<file path="config.mk">
export PLATFORM = sky130hd
export DESIGN_NAME = tick_generator
export DESIGN_NICKNAME = d
export VERILOG_FILES = /design/src/rtl/tick_generator.sv
export SDC_FILE = /design/constraint.sdc
export NUM_CORES = 1
export LEC_CHECK = 0
export CELL_PAD_IN_SITES_DETAIL_PLACEMENT = 0
export CELL_PAD_IN_SITES_GLOBAL_PLACEMENT = 1
export CORE_UTILIZATION = 39
export DETAILED_ROUTE_END_ITERATION = 8
export GPL_TIMING_DRIVEN = 0
export PLACE_DENSITY = 0.9
export SYNTH_ARGS = -nofsm -noshare
export SYNTH_HDL_FRONTEND = slang
export SYNTH_SLANG_ARGS = --single-unit
</file>
<file path="constraint.sdc">
create_clock -name tick_clock -period 2 [get_ports tick_clock]
set_input_delay 0.6 -clock tick_clock [delete_from_list [all_inputs] [get_ports tick_clock]]
set_output_delay 0.6 -clock tick_clock [all_outputs]
set_load 0.02 [all_outputs]
</file>
<file path="src/rtl/tick_generator.sv">
// Configurable timebase: divides tick_clock into a one-cycle tick with run/hold,
// synchronous clear, fast-forward mode, a mid-period tick and a 50 % blink.
module tick_generator #(
    parameter int CLK_HZ    = 50_000_000,
    parameter int TICK_HZ   = 1,
    parameter int FAST_MULT = 100,
    parameter int W         = $clog2(CLK_HZ / TICK_HZ)
) (
    input  logic         tick_clock,
    input  logic         tick_reset_n,
    input  logic         tick_run,
    input  logic         tick_clear,
    input  logic         tick_fast,
    output logic         tick_pulse,
    output logic         tick_half,
    output logic         tick_blink,
    output logic [W-1:0] tick_phase
);

    localparam int DIV      = CLK_HZ / TICK_HZ;
    localparam int DIV_FAST = DIV / FAST_MULT;

    if ((DIV % 2) != 0 || DIV < 4) begin : g_bad_div
        $error("tick_generator: DIV must be even and at least 4");
    end
    if ((DIV % FAST_MULT) != 0) begin : g_bad_mult
        $error("tick_generator: DIV must be a multiple of FAST_MULT");
    end
    if ((DIV_FAST % 2) != 0 || DIV_FAST < 2) begin : g_bad_fast
        $error("tick_generator: DIV_FAST must be even and at least 2");
    end

    localparam logic [W-1:0] SLOW_LAST = W'(DIV - 1);
    localparam logic [W-1:0] SLOW_MID  = W'(DIV / 2 - 1);
    localparam logic [W-1:0] FAST_LAST = W'(DIV_FAST - 1);
    localparam logic [W-1:0] FAST_MID  = W'(DIV_FAST / 2 - 1);

    logic [W-1:0] phase_q, phase_d;
    logic         pulse_q, pulse_d;
    logic         half_q, half_d;
    logic         blink_q, blink_d;
    logic         fast_q;
    logic [W-1:0] last_phase;
    logic [W-1:0] mid_phase;
    logic         mode_change;

    // Outside a mode change tick_fast equals fast_q, so the registered copy
    // can select the limits without putting the input on the compare path.
    assign last_phase  = fast_q ? FAST_LAST : SLOW_LAST;
    assign mid_phase   = fast_q ? FAST_MID  : SLOW_MID;
    assign mode_change = (tick_fast != fast_q);

    always_comb begin
        phase_d = phase_q;
        blink_d = blink_q;
        pulse_d = 1'b0;
        half_d  = 1'b0;
        if (tick_clear || mode_change) begin
            phase_d = '0;
            blink_d = 1'b0;
        end else if (tick_run) begin
            if (phase_q == last_phase) begin
                phase_d = '0;
                pulse_d = 1'b1;
                blink_d = 1'b0;
            end else begin
                phase_d = phase_q + W'(1);
                if (phase_q == mid_phase) begin
                    half_d  = 1'b1;
                    blink_d = 1'b1;
                end
            end
        end
    end

    always_ff @(posedge tick_clock or negedge tick_reset_n) begin
        if (!tick_reset_n) begin
            phase_q <= '0;
            pulse_q <= 1'b0;
            half_q  <= 1'b0;
            blink_q <= 1'b0;
            fast_q  <= 1'b0;
        end else begin
            phase_q <= phase_d;
            pulse_q <= pulse_d;
            half_q  <= half_d;
            blink_q <= blink_d;
            fast_q  <= tick_fast;
        end
    end

    assign tick_phase = phase_q;
    assign tick_pulse = pulse_q;
    assign tick_half  = half_q;
    assign tick_blink = blink_q;

endmodule

</file>
==> metrics.yaml <==
totalWireLength_um: 4290
hold_viol: 0
nets: 229
gp_congestion: 0.786
worstSkewPairLatency_ns: 0.28
grt_pass1_wl_um: 7040
syn_avg_cell_area_um2: 9.95
finalPower_mw: 1.17
setup_viol: 0
synth_flop_cell: "dfrtp_1"
status: "complete, no violations"
antenna_found_initial: 0
root_buffer: "clkbuf_8"
drive_gt1_share_pct: 21.5
ys_top_cells_by_count: "30 x dfrtp_1, 22 x xor2_1, 20 x nor2_2"
pwr-share-clk_pct: 39.0
fmax_ghz: 0.510
grt_max_degree: 31
die_area_mm2: 0.00481
seq_area_frac_synth_pct: 42.4
min_period_ns: 1.96
ios: 34
cp_num_buf_inv: 1
rsz0062_at_grt: "false"
clock_skew_ns: 0.00669
switching_share_pct: 23.7
clock-sinks: 30
chipWidth_um: 69.4
async_flop_share_pct: 100
fillCellCount: 398
netlist_area_mm2: 0.00177
cp_max_fo: 6
placementRows: 24
cts_made_buffers: 5
fin_crit_sh_pct: 98.0
switchingPower_mw: 0.278
grt_pass1_vias: 1389
crit_required_ns: 1.40
power.density_mw_per_mm2: 500
post-route-drc-count: 0
cap_violations: 0
htree_levels: 2
cts_tree: "done"
netlist_instances: 178
tns_ns: 0
antenna_cells: 0
via_per_inst: 5.47
critPathTopFamily: "buffers and inverters"
ir_drop_mv: 0.313
clock_path_buffers: 2
crit_type: "reg -> out"
synth_nets: 184
syn2layout_area_growth_pct: 32.4
p_leak_nw: 1.10
synth_top_area_share_pct: 42.4
ys_warn_count: 0
p_int_mw: 0.894
die_h_um: 69.4
holdBufCountCts: 0
vias: 1505
final_max_slew_viol_count: 0
dr.pass1.iters: 4
clkTransAtPathRegs_ns: 0.06
p_seq_share_pct: 52.4
wire_per_inst_um: 15.6
tightestPinTransition_ns: 0.681
dr.first_iter.drc_count: 31
start_kind: "register"
port_buffers: 33
grt_use_total_pct: 18.6
dp_hpwl_um: 2880
yosys.area.top_type: "dfrtp_1"
overflow: 0
core_mm2: 0.00435
combPwrFrac_pct: 8.7
ys_types: 43
synth-edff-count: 0
end_kind: "output port"
synth_most_common_cell: "dfrtp_1"
crit_chain: "clkdlybuf4s50_1"
synth-seq-cells: 30
crit_path_top_delay_cell: "clkdlybuf4s50_1"
arrival_ns: 1.36
synth.area.top_cells: "dfrtp_1 42%, xor2_1 11%, nor2_2 7.1%, nand4_1 4.2%, nand3_1 3.7%"
cpPeakStageDelay_ns: 0.64
antenna_left: 0
slew_headroom_pct: 54.6
start_util_pct: 40.7
hold_class: "in -> async"
## cell type report
| cell class | instances | area (um2) | area share (%) |
|---|---|---|---|
| Buffer | 7 | 68.8 | 2.94 |
| Clock buffer | 7 | 76.3 | 3.26 |
| Inverter | 4 | 15.0 | 0.641 |
| Multi-Input combinational cell | 137 | 968 | 41.3 |
| Sequential cell | 30 | 753 | 32.1 |
| Tap cell | 52 | 65.1 | 2.78 |
| Timing Repair Buffer | 38 | 397 | 16.9 |
## cells by family after synthesis
| kind of cell | Yosys count | synth area share, % |
|---|---|---|
| AO/OA/AOI/OAI | 16 | 7.21 |
| XOR/XNOR | 25 | 12.4 |
| adder cells (fa/ha/maj) | 1 | 0.707 |
| buffers and inverters | 11 | 4.03 |
| flip-flops | 30 | 42.4 |
| AND/OR/NAND/NOR | 95 | 33.3 |
## layout by cell type, fill, tap and decap left out, types with 7 or more instances in the layout
master	count
clkdlybuf4s50_1	16
dfrtp_1	28
dlygate4sd2_1	9
dlymetal6s2s_1	7
nand2_1	10
nand3_1	13
nand4_1	12
nor2_1	9
nor2_2	20
xor2_1	22
## per-stage QoR
step / hold slack, ns / cell area [um2] / std cells / setup WS [ns] / util [%]
final: 0.357 / 2340 / 275 / 0.0403 / 53.8
after global routing: 0.413 / 2340 / 275 / 0.000125 / 53.8
after CTS: 0.516 / 2230 / 270 / 0.00553 / 51.3
after detailed placement: 0.499 / 2170 / 263 / -0.290 / 49.7
after global placement: 0.489 / 2170 / 263 / -0.297 / 49.7
after floorplan: 0.304 / 1770 / 178 / 0.144 / -
## registers in the layout (all words and copies together) (netlist names)
signal / count
tick_phase: 26
fast_q: 1
tick_blink: 1
tick_half: 1
tick_pulse: 1
## timing repair
item / CTS / global route
cloned: 0 / 2
pin swaps: 1 / 3
setup endpoints to repair: 26 / 27
buffers inserted: 0 / 3
resized for setup: 10 / 17
## power groups by stage
stage          clock network [mW]  registers, mW  logic [mW]
2_1_floorplan                   0          0.626      0.0413
3_5_place_dp                    0          0.624      0.0788
4_1_cts                     0.472          0.613      0.0791
6_report                    0.457          0.614       0.102
5_1_grt                     0.493          0.614       0.110
3_3_place_gp                    0          0.624      0.0782
## layer usage
metal / global-route usage, % / vias to the layer above / wire length [um]
li1: - / 728 / -
met1: 26.8 / 737 / 2150
met2: 26.9 / 35 / 1890
met3: 4.80 / 5 / 175
met4: 7.03 / 0 / 70
met5: 0 / - / 0
## worst reg2reg max path: cells and delay by family (launching register included)
kind	cells	cell delay [ns]
buf+inv	2	0.31
flops	1	0.43
compound gates	2	0.57
simple gates	3	0.50
## final timing paths
path	cells after the start	endpoint	startpoint	slack (ns)
max	1	tick_phase[13]	tick_phase[13]	0.04
min	1	tick_phase[19]	tick_reset_n	0.36
max reg2reg	7	tick_phase[15]	fast_q	0.08
min reg2reg	2	tick_blink	tick_blink	0.51
max in group asynchronous	1	tick_phase[6]	tick_reset_n	1.16
min in group tick_clock	2	tick_blink	tick_blink	0.51
No activity file was read; power rests on OpenSTA's default activity.
